## src/rtl/mux2_arbiter.sv

```systemverilog
// Round-robin arbiter that owns the select of a shared 2:1 mux and forwards the
// valid/ready/last handshake between the granted requester and one consumer.
module mux2_arbiter #(
  parameter int MAX_BURST = 4
) (
  input  logic       clk,
  input  logic       rst_n,
  input  logic       req0_valid,
  input  logic       req0_last,
  output logic       req0_ready,
  input  logic       req1_valid,
  input  logic       req1_last,
  output logic       req1_ready,
  output logic [1:0] sel,
  output logic [1:0] gnt,
  output logic       out_valid,
  output logic       out_last,
  input  logic       out_ready
);

  localparam int CW = $clog2(MAX_BURST) + 1;
  localparam logic [CW-1:0] MAX_C = CW'(MAX_BURST);

  // State encoding doubles as the mux select, so sel comes straight off the flops.
  typedef enum logic [1:0] {
    G0   = 2'b00,
    G1   = 2'b01,
    IDLE = 2'b10
  } state_t;

  state_t        state_q, state_d;
  logic [1:0]    gnt_q, gnt_d;
  logic          ptr_q, ptr_d;
  logic [CW-1:0] cnt_q, cnt_d;

  logic own1_s;
  logic cur_valid_s;
  logic cur_last_s;
  logic oth_valid_s;
  logic accept_s;
  logic burst_end_s;

  assign own1_s      = (state_q == G1);
  assign cur_valid_s = own1_s ? req1_valid : req0_valid;
  assign cur_last_s  = own1_s ? req1_last  : req0_last;
  assign oth_valid_s = own1_s ? req0_valid : req1_valid;
  assign accept_s    = (state_q != IDLE) && cur_valid_s && out_ready;
  assign burst_end_s = cur_last_s || ((cnt_q + CW'(1)) == MAX_C);

  always_comb begin
    state_d = state_q;
    ptr_d   = ptr_q;
    cnt_d   = cnt_q;
    case (state_q)
      IDLE: begin
        cnt_d = '0;
        if (req0_valid && (!req1_valid || !ptr_q)) begin
          state_d = G0;
        end else if (req1_valid) begin
          state_d = G1;
        end else begin
          state_d = IDLE;
        end
      end
      G0, G1: begin
        if (accept_s && burst_end_s) begin
          // Served requester drops to IDLE if the other side has nothing waiting.
          ptr_d   = ~own1_s;
          cnt_d   = '0;
          state_d = oth_valid_s ? (own1_s ? G0 : G1) : IDLE;
        end else if (accept_s) begin
          cnt_d = cnt_q + CW'(1);
        end else begin
          cnt_d = cnt_q;
        end
      end
      default: begin
        state_d = IDLE;
        cnt_d   = '0;
      end
    endcase
  end

  always_comb begin
    case (state_d)
      G0:      gnt_d = 2'b01;
      G1:      gnt_d = 2'b10;
      default: gnt_d = 2'b00;
    endcase
  end

  always_ff @(posedge clk or negedge rst_n) begin
    if (!rst_n) begin
      state_q <= IDLE;
      gnt_q   <= 2'b00;
      ptr_q   <= 1'b0;
      cnt_q   <= '0;
    end else begin
      state_q <= state_d;
      gnt_q   <= gnt_d;
      ptr_q   <= ptr_d;
      cnt_q   <= cnt_d;
    end
  end

  // Handshake is steered combinationally from the registered grant.
  always_comb begin
    out_valid  = 1'b0;
    out_last   = 1'b0;
    req0_ready = 1'b0;
    req1_ready = 1'b0;
    case (state_q)
      G0: begin
        out_valid  = req0_valid;
        out_last   = req0_last;
        req0_ready = out_ready;
      end
      G1: begin
        out_valid  = req1_valid;
        out_last   = req1_last;
        req1_ready = out_ready;
      end
      default: begin
        out_valid = 1'b0;
      end
    endcase
  end

  assign sel = state_q;
  assign gnt = gnt_q;

endmodule

```

## config.mk

```make
export PLATFORM = sky130hd
export DESIGN_NAME = mux2_arbiter
export DESIGN_NICKNAME = d
export VERILOG_FILES = /design/src/rtl/mux2_arbiter.sv
export SDC_FILE = /design/constraint.sdc
export NUM_CORES = 1
export LEC_CHECK = 0
export ABC_AREA = 1
export BUFFER_PORTS_ARGS = -buffer_cell sky130_fd_sc_hd__buf_2
export CORE_AREA = 2 2 39 41
export CTS_CLUSTER_SIZE = 25
export DETAILED_ROUTE_END_ITERATION = 8
export DIE_AREA = 0 0 41 43
export PLACE_DENSITY = 0.65
export SLEW_MARGIN = 15
export SYNTH_ARGS = -nofsm -noshare
export SYNTH_HDL_FRONTEND = slang
export SYNTH_SLANG_ARGS = --single-unit
```

## constraint.sdc

```tcl
create_clock -name clk -period 1.7 [get_ports clk]
set_input_delay 0.085 -clock clk [delete_from_list [all_inputs] [get_ports clk]]
set_output_delay 0.085 -clock clk [all_outputs]
set_load 0.03 [all_outputs]
```

==> qor.txt, run 1 <==
First-pass GRT wire length - 1.57 mm
DRC Markers - 0
TNS Setup - 0 ps
Core Footprint - 1380 sq um
Pwr dens - 1740 nW/um^2
RSZ-0062 raised after global routing - false
Inserted Diodes - 0
Most common cell in the netlist - nand2_1
YS warnings - 0
Slew @ Worst Pin - 264 ps
Initial Util - 35.6%
Max Buffers Root-to-Sink - 2
Final setup violation count - 0
Total grt overflow - 0
Post-synth top cells - nand2_1 (12), inv_1 (10), dfrtp_1 (7)
# rows - 14
Sequential area share after synthesis - 40.9%
Antenna violations before repair - 0
Required time worst endpoint - 1840 ps
CTS tree - done
Post-synth top area share - 35.5%
Hold Path Class - input port to register
Via density - 4.79
Pins over their slew limit - 0
Post-synth ARST share - 100%
Area of the mapped netlist - 493 sq um
Slew headroom - 82.3%
Layout area overhead - 25.6%
Synthesized flop and latch total - 8
Synth Area per Inst - 7.82 sq um
Status - completed
Layout Skew - 8.21 ps
Area leader, netlist - dfrtp_1
Setup slack after layout - 256 ps
Tmin final - 1440 ps
Crit Path Category - register to register
Dpl hpwl - 779 um
All-Layer GR Usage - 13.3%
Prevailing post-synth register cell - dfrtp_1
Peak supply drop - 0.825 mV
Fillers - 140
Startpoint types - register
Sink Count - 8
Clk Latency, worst-skew pair - 260 ps
Syn nets - 72
Post-synth EDFFs - 0
Largest cells by area after synthesis - dfrtp_1 (36%), nand2_1 (9.1%), inv_1 (7.6%)
Final net count - 92
CTS buffer count - 3
Number of cells produced by synthesis - 63
Worst slack, placed - 253 ps
Final Hold Viols - 0
MaxCap Viol Count - 0
Maximum fanout along the worst path - 10
Die area - 1760 sq um
Drt pass-1 iters - 4
Starting DRT DRC Count - 7
H-Tree Depth - 1
Largest net degree at the start of global routing - 11
Max Freq - 692 MHz
RePlAce Congestion - 0.702
CP arrival - 1590 ps
Die X-Extent - 41 um
Number of port buffers - 14
Total number of vias - 469
Post-Route WL - 959 um
Post-CTS resize count - 0
CP Capture Type - register
Tot Pwr - 0.00108 W
Final worst-path cycle share - 85.0%
Area occupied by registers - 201 sq um
Vias in the first global route - 393
IO Pins - 15
Clock transition at path regs - 50 ps
Fraction of layout cells with a size suffix above 1 - 32.9%
Count of cell types in the netlist - 17
Multi-input logic area - 248 sq um
Wirelength per Cell - 9.79 um
CTS root buf - clkbuf_4
Routed Antenna Nets - 0
Die height - 43 um
Leakage - 0.344 nW
[through the flow]
stage          util [%]  cells  area [sq um]  hold slack (ps)
6_report           44.8     98           619              125
5_1_grt            44.8     98           619              159
4_1_cts            44.8     98           619              116
3_5_place_dp       42.1     93           583            -68.0
3_3_place_gp       42.1     93           583            -69.2
2_1_floorplan         -     63           493             -211
[cell usage in the layout (no fill, tap or decap), drive strengths merged, types with 2 or more instances in the layout]
master,n
o22ai,2
buf,14
nand4,2
inv,11
dfrtp,7
nor2,5
ha,2
clkbuf,4
nand3,8
nand2,16
o21ai,8
[sequential cells by signal, summed over array words and instances (netlist names)]
| name | flops |
|---|---|
| cnt_q | 3 |
| gnt | 2 |
| ptr_q | 1 |
| sel | 2 |
[per-layer routing]
layer,track usage (%),part of all wire [%],up-vias
met5,0,0,-
met4,8.00,2.7,0
met3,3.14,6.0,2
met2,18.4,45,11
met1,18.0,46,208
li1,-,-,248
[report_power, final]
group | internal (W) | switching [W]
logic | 0.000181 | 0.000401
clock network | 0.0000898 | 0.0000650
registers | 0.000276 | 0.0000636
[cells by family after synthesis]
kind of cell | count (synthesis) | synth area share [%]
adder cells (fa/ha/maj) | 2 | 5.08
AO/OA/AOI/OAI | 11 | 12.4
flip-flops | 8 | 40.9
AND/OR/NAND/NOR | 31 | 32.7
buffers and inverters | 11 | 8.88
[path summary, 6_finish.rpt]
path,endpoint,startpoint,slack [ps],cells after the start
setup / recovery,gnt[0],sel[1],260,7
hold / removal,sel[1],req0_valid,120,4
setup reg to reg,gnt[0],sel[1],260,7
hold reg to reg,cnt_q[0],cnt_q[0],530,1
max in group asynchronous,sel[1],rst_n,1270,2
min in group asynchronous,sel[0],rst_n,190,2
[worst max-delay path, stage by stage (launching register included)]
cell and delay (ps):
dfstp_2 590, inv_4 70, o21ai_1 240, nor2_4 90
nand2_2 100, nand3_1 100, nand3_2 110, nor2_2 40
[timing repair]
item,4_1_cts,5_1_grt
buffers inserted,0,0
hold buffers,1,0
hold endpoints to repair,8,0
[layout make-up]
type                    count  share of cell area (%)
inverters                  11                    7.07
clock buffers               4                    4.24
multi-input cells          44                    40.0
well taps                  16                    3.23
repair buffers             15                    12.9
flip-flops and latches      8                    32.5
Note: power is estimated with default switching activity, not from simulation.
==> run 2, diff against run 1 <==
Settings changed: ABC_AREA 1 to 0, PLACE_DENSITY 0.65 to 0.71.
Clock period 1.7 ns to 1.5 ns, I/O delays scaled along.
==> qor.txt, run 2 <==
Area after DPL - 754 sq um (+29%)
TNS Setup - -1410 ps (-1410 ps)
WHS Endpoint - sel[0]
Post-synthesis compound-gate area fraction - 28.0% (+16 points)
Post-synth top area share - 30.6% (-4.9 points)
# rows - 14 (unchanged)
Die X-Extent - 41 um (unchanged)
Worst Hold Launch - req1_valid
Clk Latency, worst-skew pair - 270 ps (about the same)
RSZ-0062 raised after global routing - true
Critical R2R Launch - sel[1]
MaxCap Viol Count - 0 (unchanged)
Post-Synth Simple-Gate Area - 18.6% (-14 points)
Tmin final - 1730 ps (+283 ps)
Failing checks - setup timing
Prevailing post-synth register cell - dfrtp_1
Reg2reg path depth - 5 (-2)
Post-Route WL - 1.52 mm (+59%)
Initial Util - 41.3% (+5.7 points)
Reg2reg setup slack - -230 ps (-480 ps)
Syn nets - 66 (-8.3%)
Layout area overhead - 59.3%
Total grt overflow - 0 (unchanged)
Sequential area share after synthesis - 35.2% (-5.6 points)
Final Instance Area - 911 sq um (+47%)
First-pass GRT wire length - 2.52 mm (+60%)
Leakage - 0.442 nW (+28%)
RePlAce Congestion - 0.732 (+4.3%)
Max Freq - 579 MHz (-16%)
Largest family of logic cells by synthesized area - compound AO/OA/AOI/OAI gates
Wirelength per Cell - 13.9 um (+42%)
Synthesized flop and latch total - 8 (unchanged)
Layout Skew - 1.76 ps (-6.45 ps)
Startpoint types - register
DRC Markers - 0 (unchanged)
Final setup violation count - 8 (+8)
Post-synth EDFFs - 0 (unchanged)
Clock transition at path regs - 70 ps (+20 ps)
Crit Path Category - register to register
Area of the mapped netlist - 572 sq um (+16%)
Largest cells by area after synthesis - dfrtp_1 (31%), mux2i_1 (5.3%), dfstp_2 (4.6%)
Count of cell types in the netlist - 32 (+15)
Hold depth - 2 (-2)
Maximum fanout along the worst path - 5 (-5)
Fraction of layout cells with a size suffix above 1 - 61.7% (+29 points)
Setup slack after layout - -227 ps (-483 ps)
Antenna violations before repair - 0 (unchanged)
Post-Synth Adder-Cell Area - 4.38% (-0.70 points)
Final worst-path cycle share - 115% (+30 points)
Largest net degree at the start of global routing - 9 (-2)
Sink Count - 8 (unchanged)
Status - finished, violations left
Worst slack, placed - -235 ps (-488 ps)
Via density - 5.25 (+9.8%)
CTS root buf - clkbuf_4
RR Endpoint - gnt[1]
Number of port buffers - 14 (unchanged)
Final net count - 104 (+13%)
Pins over their slew limit - 0 (unchanged)
IO Pins - 15 (unchanged)
Post-synth top cells - dfrtp_1 (7), a21oi_1 (4)
Leading cell type in the layout, fill and taps excluded - buf_4
H-Tree Depth - 1 (unchanged)
Peak supply drop - 1.22 mV (+48%)
Required time worst endpoint - 1660 ps (-180 ps)
CTS buffer count - 3 (unchanged)
Number of cells produced by synthesis - 57 (-9.5%)
Top reg by flops - cnt_q
Area leader, netlist - dfrtp_1
Die area - 1760 sq um (unchanged)
Drt pass-1 iters - 4 (unchanged)
Most frequent cells in the layout - buf_4 (19), buf_2 (13), dfrtp_1 (6)
Hold Path Class - input port to register
Final design utilization - 65.8% (+21 points)
Total number of vias - 578 (+23%)
Max FFs per register - 3 (unchanged)
Dpl hpwl - 1.03 mm (+32%)
Post-synth ARST share - 100% (unchanged)
Pwr dens - 1960 nW/um^2 (+13%)
Starting DRT DRC Count - 9 (+2)
Routed Antenna Nets - 0 (unchanged)
All-Layer GR Usage - 22.0% (+8.7 points)
Final Hold Viols - 0 (unchanged)
Inserted Diodes - 0 (unchanged)
Synth Area per Inst - 10.0 sq um (+28%)
Vias in the first global route - 585 (+49%)
Multiplexer share of the synthesized area - 7.88% (+7.9 points)
CP Capture Type - register
Core Footprint - 1380 sq um (unchanged)
Xor-xnor portion of the synthesized cell area - 0% (unchanged)
CTS tree - done
CP arrival - 1890 ps (+300 ps)
Most common cell in the netlist - dfrtp_1
YS warnings - 0 (unchanged)
Slew @ Worst Pin - 269 ps (+4.70 ps)
Die height - 43 um (unchanged)
Max Buffers Root-to-Sink - 2 (unchanged)
Slew headroom - 81.5% (-0.71 points)
==> run 2: cell count changes in the layout (fill, tap and decap cells not counted), sizes merged, moves of 3 or more <==
cell   previous run  this run
nand2            16         4
o21ai             8         4
a21oi             0         5
nand3             8         2
mux2i             0         3
nor2b             0         3
buf              14        35
inv              11         3
==> run 2: worst max-delay path by stage <==
stage	start	to	slack [ps]	cells after the start
after global placement	cnt_q[0]	cnt_q[0]	-200	6
after floorplan	sel[1]	cnt_q[0]	-340	6
after global routing	sel[1]	gnt[1]	-280	5
after CTS	sel[1]	cnt_q[0]	-210	5
final	sel[1]	gnt[1]	-230	5
after detailed placement	cnt_q[0]	cnt_q[0]	-230	6
==> run 2: critical path: stages, from the launching register on <==
cell      delay [ps]
dfstp_2          590
nor2b_4           60
mux2_4           310
o211ai_4         290
o21ai_2          110
a32o_1           250
==> run 2: power by group <==
part | leakage, nW | internal [W] | switching [W] | total (W)
Clock | 0.0150 | 0.000103 | 0.000101 | 0.000204
Combinational | 0.333 | 0.000584 | 0.000601 | 0.00118
Sequential | 0.0936 | 0.000322 | 0.0000732 | 0.000395
Total | 0.442 | 0.00101 | 0.000774 | 0.00178
==> run 2: routing by layer <==
metal  up-vias  track usage, %  share of wire, %
met5         -               0                 0
met4         0            12.0              0.52
met3         2            4.71               2.0
met2        10            36.3                55
met1       281            24.5                42
li1        285               -                 -
==> run 2: what timing repair did <==
action	CTS	global route
hold buffers	1	0
resized for setup	11	5
setup endpoints to repair	9	9
setup buffers	5	2
pin swaps	3	5
hold endpoints to repair	8	0
==> run 2: layout make-up <==
| cell class | instances | area, sq um |
|---|---|---|
| clock buffer | 4 | 26.3 |
| tap | 16 | 20.0 |
| multi-input combinational | 43 | 395 |
| timing repair buffer | 36 | 255 |
| fill | 119 | 473 |
| inverter | 3 | 11.3 |
| sequential | 8 | 203 |
==> run 2: cells by family after synthesis <==
logic type	Yosys count
AND/OR/NAND/NOR	18
adder cells (fa/ha/maj)	2
AO/OA/AOI/OAI	19
multiplexers	4
flip-flops	8
buffers and inverters	6
==> run 2: through the flow <==
stage | hold slack (ps) | std cells | total power, W
finish | 154 | 110 | 0.00178
global route | 176 | 110 | 0.00189
CTS | 145 | 108 | 0.00172
detailed placement | -64.5 | 98 | 0.00136
global placement | -70.6 | 98 | 0.00134
floorplan | -221 | 57 | 0.00105
==> run 3, diff against run 2 <==
Settings changed: CORE_AREA 2 2 39 41 to unset, CORE_MARGIN set to 2, CORE_UTILIZATION set to 40, DIE_AREA 0 0 41 43 to unset, PLACE_DENSITY 0.71 to 0.67.
==> qor.txt, run 3 (synthesized netlist as in run 2, its figures left out) <==
Antenna violations before repair - 0 (unchanged)
Max FFs per register - 3 (unchanged)
CTS buffer count - 3 (unchanged)
CP Capture Type - register
Final Non-Filler Cells - 105 (-4.5%)
Via density - 5.36 (+2.0%)
IO Pins - 15 (unchanged)
Die X-Extent - 41.8 um (+2.0%)
Setup slack after layout - -214 ps (+12.7 ps)
All-Layer GR Usage - 17.3% (-4.6 points)
Final Hold Viols - 0 (unchanged)
Total number of vias - 563 (-2.6%)
Pwr dens - 2010 nW/um^2 (+2.6%)
Layout Skew - 15.7 ps (+14.0 ps)
Status - finished, violations left
# rows - 13 (-1)
Clock transition at path regs - 70 ps (about the same)
MaxCap Viol Count - 0 (unchanged)
Pins over their slew limit - 0 (unchanged)
Required time worst endpoint - 1710 ps (+50 ps)
Final hold slack - 136 ps (-18.3 ps)
Slew @ Worst Pin - 269 ps (-0.333 ps)
Sink Count - 8 (unchanged)
Critical R2R Launch - sel[1]
CP max stage delay - 610 ps (+20 ps)
Fraction of layout cells with a size suffix above 1 - 62.2% (+0.52 points)
Maximum fanout along the worst path - 5 (unchanged)
Largest net degree at the start of global routing - 10 (+1)
TNS Setup - -1300 ps (+107 ps)
Leakage - 0.417 nW (-5.6%)
Inst Count DP - 99 (+1.0%)
Final worst-path cycle share - 114% (-0.85 points)
Routed Antenna Nets - 0 (unchanged)
Die area - 1750 sq um (-0.85%)
Vias in the first global route - 534 (-8.7%)
Dpl hpwl - 1.02 mm (-0.26%)
Worst setup path start - sel[1]
Core Footprint - 1320 sq um (-4.8%)
CP arrival - 1930 ps (+40 ps)
Drt pass-1 iters - 4 (unchanged)
DRC Markers - 0 (unchanged)
First-pass GRT wire length - 2.28 mm (-9.3%)
CTS tree - done
Crit Path Category - register to register
Final design utilization - 69.3% (+3.5 points)
Final setup violation count - 10 (+2)
Tot Pwr - 0.00183 W (+2.8%)
Leading cell type in the layout, fill and taps excluded - buf_4
Failing checks - setup timing
Total grt overflow - 0 (unchanged)
RSZ-0062 raised after global routing - true
Tmin final - 1710 ps (-12.7 ps)
Layout area overhead - 59.7%
Startpoint types - register
Final net count - 100 (-3.8%)
Max Freq - 583 MHz (+0.74%)
Slew headroom - 81.9% (+0.40 points)
H-Tree Depth - 1 (unchanged)
CTS root buf - clkbuf_4
Post-Route WL - 1.52 mm (-0.59%)
CP cell instances - nor2b_4 -> mux2_4 -> o211a_4 -> or3_1 -> a21oi_2
Die height - 41.8 um (-2.8%)
Max Buffers Root-to-Sink - 2 (unchanged)
Wirelength per Cell - 14.4 um (+4.1%)
Inserted Diodes - 0 (unchanged)
Initial Util - 43.4% (+2.1 points)
Fillers - 108 (-9.2%)
Slowest CP cell - dfstp_2
RePlAce Congestion - 0.793 (+8.3%)
Peak supply drop - 1.10 mV (-10%)
Top reg by flops - cnt_q
Most frequent cells in the layout - buf_4 (14), buf_2 (12), dfrtp_1 (6)
Hold Path Class - input port to register
Starting DRT DRC Count - 7 (-2)
Clk Latency, worst-skew pair - 270 ps (about the same)
Number of port buffers - 14 (unchanged)
Worst Hold Launch - req1_valid
## run 3: changes by cell type in the layout (fill, tap and decap cells not counted), moves of 2 or more
cell / delta
buf_6: +2
a21oi_1: -2
a21oi_2: +2
buf_4: -5
## run 3: path summary, 6_finish.rpt
kind	cells after the start	slack, ps	endpoint
hold / removal	2	140	gnt[1]
max in group asynchronous	2	1060	sel[1]
setup / recovery	5	-210	cnt_q[0]
setup reg to reg	5	-210	cnt_q[0]
hold reg to reg	2	520	ptr_q
min in group asynchronous	2	180	cnt_q[1]
## run 3: worst max-delay path: cells and delay by family, from the launching register on
| kind | cells | cell delay, ps |
|---|---|---|
| muxes | 1 | 320 |
| DFF | 1 | 610 |
| and+or+nand+nor | 2 | 380 |
| AOI/OAI and AO/OA | 2 | 360 |
## run 3: per-layer routing
layer | track usage [%] | wire length, um
met2 | 30.3 | 771
met4 | 9.68 | 42
met3 | 3.91 | 64
met1 | 19.1 | 637
met5 | 0 | 0
## run 3: report_power, final
group          switching [W]  leakage, nW  total [W]  internal [W]
combinational       0.000627        0.308    0.00123      0.000607
clock              0.0000915       0.0150   0.000194      0.000103
sequential         0.0000836       0.0936   0.000406      0.000322
## run 3: layout make-up
class	count	area [sq um]	area share [%]
clock buffers	4	26.3	2.88
inverters	3	11.3	1.23
multi-input cells	43	419	45.9
flip-flops and latches	8	203	22.2
well taps	15	18.8	2.05
repair buffers	32	235	25.8
## run 3: metrics by stage
stage / worst slack [ps] / instance area [sq um]
CTS: -232 / 855
finish: -214 / 913
detailed placement: -220 / 768
global route: -270 / 913
floorplan: -340 / 586
global placement: -187 / 768
## run 3: what timing repair did
item                                    in CTS  in global routing
resized for setup                           10                 13
endpoints found under the hold margin        8                  0
hold buffers                                 1                  0
gates cloned                                 0                  0
setup buffers                                1                  0
endpoints found under the setup margin       9                  9
pin swaps                                    2                  3
